[src/rtl/ntt_mod_pkg.sv]
// rtl/ntt_mod_pkg.sv - shared constants and elaboration-time helpers for the LUT modular reducer
package ntt_mod_pkg;

    function automatic int clog2(input longint v);
        int     r;
        longint x;
        r = 0;
        x = v - 1;
        while (x > 0) begin
            r = r + 1;
            x = x >>> 1;
        end
        return r;
    endfunction

    // 64-bit so (c << shift) cannot overflow for any practical table
    function automatic longint unsigned lut_entry(input longint unsigned c, input int shift,
                                                  input longint unsigned q);
        return (c << shift) % q;
    endfunction

    function automatic int nch_of(input int in_w, input int base_w, input int chunk_w);
        return (in_w - base_w) / chunk_w;
    endfunction

    function automatic int sum_w_of(input int q, input int base_w, input int nch);
        return clog2((longint'(1) << base_w) + longint'(nch) * longint'(q - 1) + 1);
    endfunction

    function automatic int mmax_of(input int q, input int base_w, input int nch);
        return int'(((longint'(1) << base_w) - 1 + longint'(nch) * longint'(q - 1)) / longint'(q));
    endfunction

    localparam int Q       = 3329;
    localparam int IN_W    = 24;
    localparam int BASE_W  = 12;
    localparam int CHUNK_W = 4;
    localparam int NCH     = nch_of(IN_W, BASE_W, CHUNK_W);
    localparam int SUM_W   = sum_w_of(Q, BASE_W, NCH);
    localparam int MMAX    = mmax_of(Q, BASE_W, NCH);

endpackage

[src/rtl/lut_mod_rom.sv]
// rtl/lut_mod_rom.sv - constant table mapping one input chunk c to (c * 2^SHIFT) mod Q
module lut_mod_rom #(
    parameter int Q       = ntt_mod_pkg::Q,
    parameter int SHIFT   = 12,
    parameter int CHUNK_W = 4,
    parameter int BASE_W  = 12
) (
    input  logic [CHUNK_W-1:0] idx,
    output logic [BASE_W-1:0]  data
);
    import ntt_mod_pkg::*;

    logic [BASE_W-1:0] rom_tab [2**CHUNK_W];

    for (genvar c = 0; c < 2**CHUNK_W; c++) begin : g_ent
        assign rom_tab[c] = BASE_W'(lut_entry(64'(c), SHIFT, 64'(Q)));
    end

    assign data = rom_tab[idx];

endmodule

[src/rtl/lut_mod_reduce_pipe.sv]
// rtl/lut_mod_reduce_pipe.sv - 3-stage valid/ready pipeline reducing x to x mod Q via chunk tables
module lut_mod_reduce_pipe #(
    parameter int Q       = ntt_mod_pkg::Q,
    parameter int IN_W    = 24,
    parameter int BASE_W  = 12,
    parameter int CHUNK_W = 4,
    parameter int TAG_W   = 8
) (
    input  logic              clk,
    input  logic              rst,
    input  logic              in_valid,
    output logic              in_ready,
    input  logic [IN_W-1:0]   in_data,
    input  logic [TAG_W-1:0]  in_tag,
    output logic              out_valid,
    input  logic              out_ready,
    output logic [BASE_W-1:0] out_data,
    output logic [TAG_W-1:0]  out_tag,
    output logic              busy
);
    import ntt_mod_pkg::*;

    localparam int NCH   = nch_of(IN_W, BASE_W, CHUNK_W);
    localparam int SUM_W = sum_w_of(Q, BASE_W, NCH);
    localparam int MMAX  = mmax_of(Q, BASE_W, NCH);

    logic                        v1, v2, v3;
    logic                        r1, r2, r3;
    logic [BASE_W-1:0]           s1_low;
    logic [NCH-1:0][BASE_W-1:0]  s1_lut;
    logic [NCH-1:0][BASE_W-1:0]  lut_out;
    logic [TAG_W-1:0]            s1_tag, s2_tag;
    logic [SUM_W-1:0]            s2_sum, sum_nxt;
    logic [BASE_W-1:0]           red_nxt;

    for (genvar k = 0; k < NCH; k++) begin : g_rom
        lut_mod_rom #(
            .Q      (Q),
            .SHIFT  (BASE_W + k * CHUNK_W),
            .CHUNK_W(CHUNK_W),
            .BASE_W (BASE_W)
        ) u_rom (
            .idx (in_data[BASE_W + k * CHUNK_W +: CHUNK_W]),
            .data(lut_out[k])
        );
    end

    assign r3        = !v3 | out_ready;
    assign r2        = !v2 | r3;
    assign r1        = !v1 | r2;
    assign in_ready  = r1;
    assign out_valid = v3;
    assign busy      = v1 | v2 | v3;

    always_comb begin
        sum_nxt = SUM_W'(s1_low);
        for (int k = 0; k < NCH; k++) begin
            sum_nxt = sum_nxt + SUM_W'(s1_lut[k]);
        end
    end

    // Thresholds m*Q are elaboration constants; the last one satisfied picks the subtrahend
    always_comb begin
        red_nxt = BASE_W'(s2_sum);
        for (int m = 1; m <= MMAX; m++) begin
            if (s2_sum >= SUM_W'(m * Q)) begin
                red_nxt = BASE_W'(s2_sum - SUM_W'(m * Q));
            end
        end
    end

    always_ff @(posedge clk) begin
        if (rst) begin
            v1       <= 1'b0;
            v2       <= 1'b0;
            v3       <= 1'b0;
            s1_low   <= '0;
            s1_lut   <= '0;
            s1_tag   <= '0;
            s2_sum   <= '0;
            s2_tag   <= '0;
            out_data <= '0;
            out_tag  <= '0;
        end else begin
            if (r1) begin
                v1 <= in_valid;
                if (in_valid) begin
                    s1_low <= in_data[BASE_W-1:0];
                    s1_lut <= lut_out;
                    s1_tag <= in_tag;
                end
            end
            if (r2) begin
                v2 <= v1;
                if (v1) begin
                    s2_sum <= sum_nxt;
                    s2_tag <= s1_tag;
                end
            end
            if (r3) begin
                v3 <= v2;
                if (v2) begin
                    out_data <= red_nxt;
                    out_tag  <= s2_tag;
                end
            end
        end
    end

endmodule

[config.mk]
export PLATFORM = sky130hd
export DESIGN_NAME = lut_mod_reduce_pipe
export DESIGN_NICKNAME = d
export VERILOG_FILES = /design/src/rtl/ntt_mod_pkg.sv /design/src/rtl/lut_mod_rom.sv /design/src/rtl/lut_mod_reduce_pipe.sv
export SDC_FILE = /design/constraint.sdc
export NUM_CORES = 1
export LEC_CHECK = 0
export ABC_AREA = 1
export CELL_PAD_IN_SITES_DETAIL_PLACEMENT = 2
export CELL_PAD_IN_SITES_GLOBAL_PLACEMENT = 2
export CORE_MARGIN = 5
export CORE_UTILIZATION = 36
export CTS_CLUSTER_SIZE = 14
export DETAILED_ROUTE_END_ITERATION = 10
export MAX_ROUTING_LAYER = met4
export PLACE_DENSITY = 0.91
export SYNTH_ARGS = -nofsm -noshare
export SYNTH_HDL_FRONTEND = slang
export SYNTH_SLANG_ARGS = --single-unit
[constraint.sdc]
create_clock -name clk -period 4.6 [get_ports clk]
set_input_delay 0.69 -clock clk [delete_from_list [all_inputs] [get_ports clk]]
set_output_delay 0.69 -clock clk [all_outputs]
set_load 0.03 [all_outputs]
# Word level (Yosys, flattened, before mapping)
# Memory sizes are Yosys's and may differ from the RTL's. A register that Yosys moved wholly into a read port is not among the register bits.
# Cells that the tools add are included.
[totals] reg_bits=65 ramBits=0 elab_cells=41 latch_bits=0 memories=3 rom_bits=576 input_bits=36 output_inout_bits=23
[mem_list] name="(name not given)" depth=16 width=12 read_ports=1 rd_clocked_by_memory_dff=1 write_ports=0 line="lut_mod_rom.sv:19" rtl="assign data = rom_tab[idx];"
[mem_list] name="(name not given)" depth=16 width=12 read_ports=1 rd_clocked_by_memory_dff=1 write_ports=0 line="lut_mod_rom.sv:19"
[mem_list] name="(name not given)" depth=16 width=12 read_ports=1 rd_clocked_by_memory_dff=1 write_ports=0 line="lut_mod_rom.sv:19"
[op_classes] shift=0 magnitude_cmp=4 div=0 n_mul=0 addsub=7 eq_ne=0 reduce_logical=6 muxes=4 n_bitwise=8
[ops] operator="two-way mux 12 bit" count=4
[ops] operator="greater-or-equal comparator 14 bit (second input constant)" count=2
[ops] operator="subtractor 12 x 11 -> 12 bit (second input constant)" count=2
[ops] operator="subtractor 12 bit (second input constant)" count=2
[ops] operator="inverter 4 -> 5 bit" count=3
[ops] operator="adder 13 x 12 -> 14 bit" count=1
[ops] operator="adder 14 x 12 -> 14 bit" count=1
[ops] operator="greater-or-equal comparator 14 x 12 -> 1 bit (second input constant)" count=1
[ops] operator="greater-or-equal comparator 14 x 13 -> 1 bit (second input constant)" count=1
[ops] operator="adder 12 x 12 -> 13 bit" count=1
[ops] operator="AND reduction 2 bit" count=3
[ops] operator="OR 1 bit" count=5
[ops] operator="logical NOT 1 bit" count=3

# Logic depth before layout (Yosys ltp)
[depth] depth_word=5 depth_mapped=18 depth_no_buf=16

# Cells and area by module
# From an unflattened synthesis, not the netlist that was laid out.
[unflattened] cells_unflattened=988 area_unflattened_um2=6816.5
[by_module_without_submodules] mod="lut_mod_reduce_pipe" instances=1 cells_per_inst=794 area_each_um2=5749.3 seq_area_each_um2=2021.9
[by_module_without_submodules] mod="lut_mod_rom at g_rom[1].u_rom" instances=1 cells_per_inst=69 area_each_um2=391.6 seq_area_each_um2=0.0
[by_module_without_submodules] mod="lut_mod_rom at g_rom[0].u_rom" instances=1 cells_per_inst=71 area_each_um2=377.9 seq_area_each_um2=0.0
[by_module_without_submodules] mod="lut_mod_rom at g_rom[2].u_rom" instances=1 cells_per_inst=54 area_each_um2=297.8 seq_area_each_um2=0.0

# Worst setup path before layout
# No wires, ideal clock.
[synth_timing] path_type="register -> register" startpoint="register s1_low[1]" endpoint="register s2_sum[13]" t_required_ns=4.483 stages_incl_launch_ff=17 path_slack_ns=1.744 setup_ns=0.117 t_arrival_ns=2.739 period_less_slack_ns=2.856 path_buffers=0 path_cell_list="dfxtp_1 -> inv_1 -> fa_1 -> inv_1 -> fa_1 -> ha_1 -> fa_1 -> nand3_1 -> nand2_1 -> nand4_1 -> nand2_1 -> nand3_1 -> nand2_1 -> a21oi_1 -> nor2_1 -> nor3_1 -> nor2_1"
[synth_between] elab_chain_len=3
[synth_rtl] element="start, declared" line="lut_mod_reduce_pipe.sv:29" rtl="logic [BASE_W-1:0] s1_low;"
[synth_rtl] element="start signal, assigned" line="lut_mod_reduce_pipe.sv:88" rtl="s1_low <= in_data[BASE_W-1:0];"
[synth_rtl] element="adder 12 x 12 -> 13 bit" line="lut_mod_reduce_pipe.sv:58" rtl="sum_nxt = sum_nxt + SUM_W'(s1_lut[k]);"
[synth_rtl] element="adder 13 x 12 -> 14 bit" line="lut_mod_reduce_pipe.sv:58"
[synth_rtl] element="adder 14 x 12 -> 14 bit" line="lut_mod_reduce_pipe.sv:58"
[synth_rtl] element="end signal, assigned" line="lut_mod_reduce_pipe.sv:96" rtl="s2_sum <= sum_nxt;"
[synth_rtl] element="end, declared" line="lut_mod_reduce_pipe.sv:33" rtl="logic [SUM_W-1:0] s2_sum, sum_nxt;"
# No other way between the ends.
# A chain may end at the register's enable or synchronous reset.

# Worst setup path after layout
[layout_timing] startpoint="register s1_lut[1] in the netlist's numbering" endpoint="register s2_sum[13]"
[layout_between] elab_chain_len=3
[layout_rtl] element="start, declared" line="lut_mod_reduce_pipe.sv:30" rtl="logic [NCH-1:0][BASE_W-1:0] s1_lut;"
[layout_rtl] element="adder 12 x 12 -> 13 bit" line="lut_mod_reduce_pipe.sv:58"
[layout_rtl] element="adder 13 x 12 -> 14 bit" line="lut_mod_reduce_pipe.sv:58"
[layout_rtl] element="adder 14 x 12 -> 14 bit" line="lut_mod_reduce_pipe.sv:58"
# No other way between the ends.

==> impl_metrics.json <==
{
  "avgSynthCellArea_um2": 6.99,
  "path_buf_inv": 2,
  "port_buffers": 58,
  "num_vias": 6778,
  "reg2reg_to": "s2_sum[13]",
  "endpoint": "s2_sum[13]",
  "synth_fa_ha_area_frac": 0.163,
  "htree_levels": 3,
  "synthCells": 936,
  "num-nets-final": 1081,
  "max_slew_margin": 0.479,
  "ys_seq_area_frac": 0.303,
  "maxSlewViolCount": 0,
  "ant_nets": 0,
  "path_delay_family": "adder cells",
  "syn-num-nets": 1043,
  "synth_warnings": 0,
  "gp_congestion": 0.839,
  "area_delta_synth_final_pct": 16.5,
  "p_total_mw": 2.78,
  "cts_made_buffers": 9,
  "yosys.area_share.simple": 0.230,
  "cp-start-kind": "flop",
  "path_cells": "inv_1 > fa_1 > inv_1 > fa_1 > ha_1 > fa_1 > nand3_1 > nand2_1 > nand4_1 > nand2_1 > nand3_1 > nand2_1 > a21oi_1 > nor2_1 > nor3_1 > nor2_1",
  "ios": 59,
  "cts_hold_buf": 0,
  "cts_max_path_buffers": 2,
  "synth_compound_area_frac": 0.191,
  "grt_first_pass_wirelength_um": 44600,
  "wl_um": 28600,
  "finalCriticalPeriod_ns": 3.64,
  "hold_viol": 0,
  "ctsResizeCount": 0,
  "setup_viol": 0,
  "cts_setup_buffers": 0,
  "post_drt_via_cell_ratio": 5.61,
  "grt.total_usage": 0.285,
  "grt.overflow.total": 0,
  "r2r_start": "s1_lut[1]",
  "cp_max_fo": 3,
  "fp.dieArea_um2": 21000,
  "die_h_um": 145,
  "cts_tree": "done",
  "min_period_over_period": 0.790,
  "drv_cap": 0,
  "slowest_delay_ns": 0.54,
  "drc": 0,
  "synth_edf_count": 0,
  "diodes": 0,
  "cts_sinks": 99,
  "cp.required_ns": 4.85,
  "worst-setup-path-type": "reg2reg",
  "worst_pin_slew_ns": 0.777,
  "final_cell_mix": "nand2_1, nor2_1, inv_1, o21ai_0, dfxtp_1",
  "ys_ff_latch": 99,
  "p_per_area_nw_per_um2": 365,
  "leakagePower_nw": 3.46,
  "dpl_cell_area_um2": 7300,
  "setup_tns_ns": 0,
  "antenna_found_initial": 0,
  "r2r_slack_ns": 0.96,
  "start_util": 0.365,
  "grt_pass1_vias": 7617,
  "skew_ns": 0.0138,
  "wl_per_cell_um": 23.7,
  "synth_top_family_by_area": "simple AND/OR/NAND/NOR gates",
  "rsz0062_at_grt": "no",
  "critPathLaunch": "s1_lut[1]",
  "r2r_cells": 16,
  "fillerInstances": 2103,
  "core_um2": 17900,
  "clk_pin_slew_ns": 0.08,
  "die_w_um": 145,
  "drt_iter0_drc": 341,
  "synthArstFlopShare": 0,
  "hpwl_um": 19400,
  "fmaxAchievable_mhz": 275,
  "cp_data_arrival_time_ns": 3.89,
  "rows": 49,
  "setup.worst_path.end_class": "flop",
  "synth_xor_area_frac": 0.0147,
  "grt_max_degree": 51,
  "hp-start": "s1_lut[26]",
  "cts-root-buf": "clkbuf_16",
  "cp_slowest_cell": "fa_1",
  "postLayoutCellArea_um2": 7620,
  "clk_latency_ns": 0.37,
  "layout-drive-gt1-share": 0.0470,
  "ys.flop_type": "dfxtp_1",
  "min_path_type": "reg2reg",
  "status": "completed",
  "muxShareOfSynthArea": 0,
  "post-route-util": 0.425,
  "synth.distinct_cells": 39,
  "crit_cells": 16,
  "vdd.ir_drop.worst_v": 0.000175,
  "dr.pass1.iters": 4,
  "final_common_cell": "nand2_1",
  "netlist_area_um2": 6540
}
[metal layers]
metal	GRT usage	part of all wire
met5	-	0
met4	0.122	0.045
met3	0.0352	0.028
met2	0.514	0.52
met1	0.316	0.41
[synthesized netlist by cell type, types with 4 or more instances]
| cell | count | share of area |
|---|---|---|
| nor3_1 | 9 | 0.0069 |
| dfxtp_1 | 99 | 0.30 |
| or2_2 | 4 | 0.0038 |
| a21oi_1 | 78 | 0.060 |
| a31oi_1 | 13 | 0.012 |
| a211oi_1 | 6 | 0.0069 |
| nor2_2 | 5 | 0.0048 |
| xnor2_1 | 4 | 0.0054 |
| o21ai_0 | 113 | 0.086 |
| nand3_1 | 60 | 0.046 |
| clkbuf_1 | 31 | 0.018 |
| ha_1 | 47 | 0.090 |
| inv_1 | 123 | 0.071 |
| buf_2 | 4 | 0.0031 |
| nor2_1 | 131 | 0.075 |
| nand2_1 | 142 | 0.081 |
| xor2_1 | 7 | 0.0094 |
| fa_1 | 24 | 0.073 |
[cell type report]
class	instances	area (um^2)	area share
multi-input cells	671	3920	0.514
flip-flops and latches	99	1980	0.260
repair buffers	65	633	0.0831
inverters	128	480	0.0631
well taps	229	287	0.0376
clock buffers	9	225	0.0296
clock inverters	7	91.3	0.0120
[registers in the layout, indices dropped and copies added (netlist names)]
| register | cells |
|---|---|
| v1 | 1 |
| out_valid | 1 |
| s1_low | 12 |
| out_data | 12 |
| s2_tag | 8 |
| v2 | 1 |
| s1_tag | 8 |
| out_tag | 8 |
| s2_sum | 14 |
| s1_lut | 34 |
[tightest hold or removal path, delay by kind of cell, from the launching register on]
family	cells	cell delay [ns]
flops	1	0.30
buf+inv	1	0.09
compound gates	1	0.07
[cells by family (layout without fill, tap and decap cells)]
logic type	after synthesis	after routing
AO/OA/AOI/OAI	228	228
XOR/XNOR	11	11
adder cells (fa/ha/maj)	71	71
buffers and inverters	166	209
flip-flops	99	99
AND/OR/NAND/NOR	361	361
[how the worst min path moves through the flow]
stage | endpoint | slack (ns) | cells past startpoint
2_1_floorplan | s1_lut[3] | 0.45 | 2
3_3_place_gp | s1_lut[4] | 0.46 | 2
3_5_place_dp | out_data[3] | 0.47 | 2
4_1_cts | s2_tag[5] | 0.50 | 2
5_1_grt | s2_tag[5] | 0.54 | 2
6_report | s1_lut[26] | 0.50 | 2
[power breakdown]
| group | switching, mW | leakage (nW) | internal [mW] | total, mW |
|---|---|---|---|---|
| clock | 0.426 | 0.152 | 0.396 | 0.821 |
| sequential | 0.0723 | 0.818 | 0.921 | 0.993 |
| combinational | 0.651 | 2.49 | 0.312 | 0.963 |
| total | 1.15 | 3.46 | 1.63 | 2.78 |
[through the flow]
stage	hold WS, ns	setup slack, ns	std cells
4_1_cts	0.501	0.983	1208
2_1_floorplan	0.445	1.74	936
3_3_place_gp	0.455	1.63	1192
3_5_place_dp	0.474	1.37	1192
6_report	0.503	0.965	1208
5_1_grt	0.537	0.836	1208
Power figures use the tool's default switching activity.
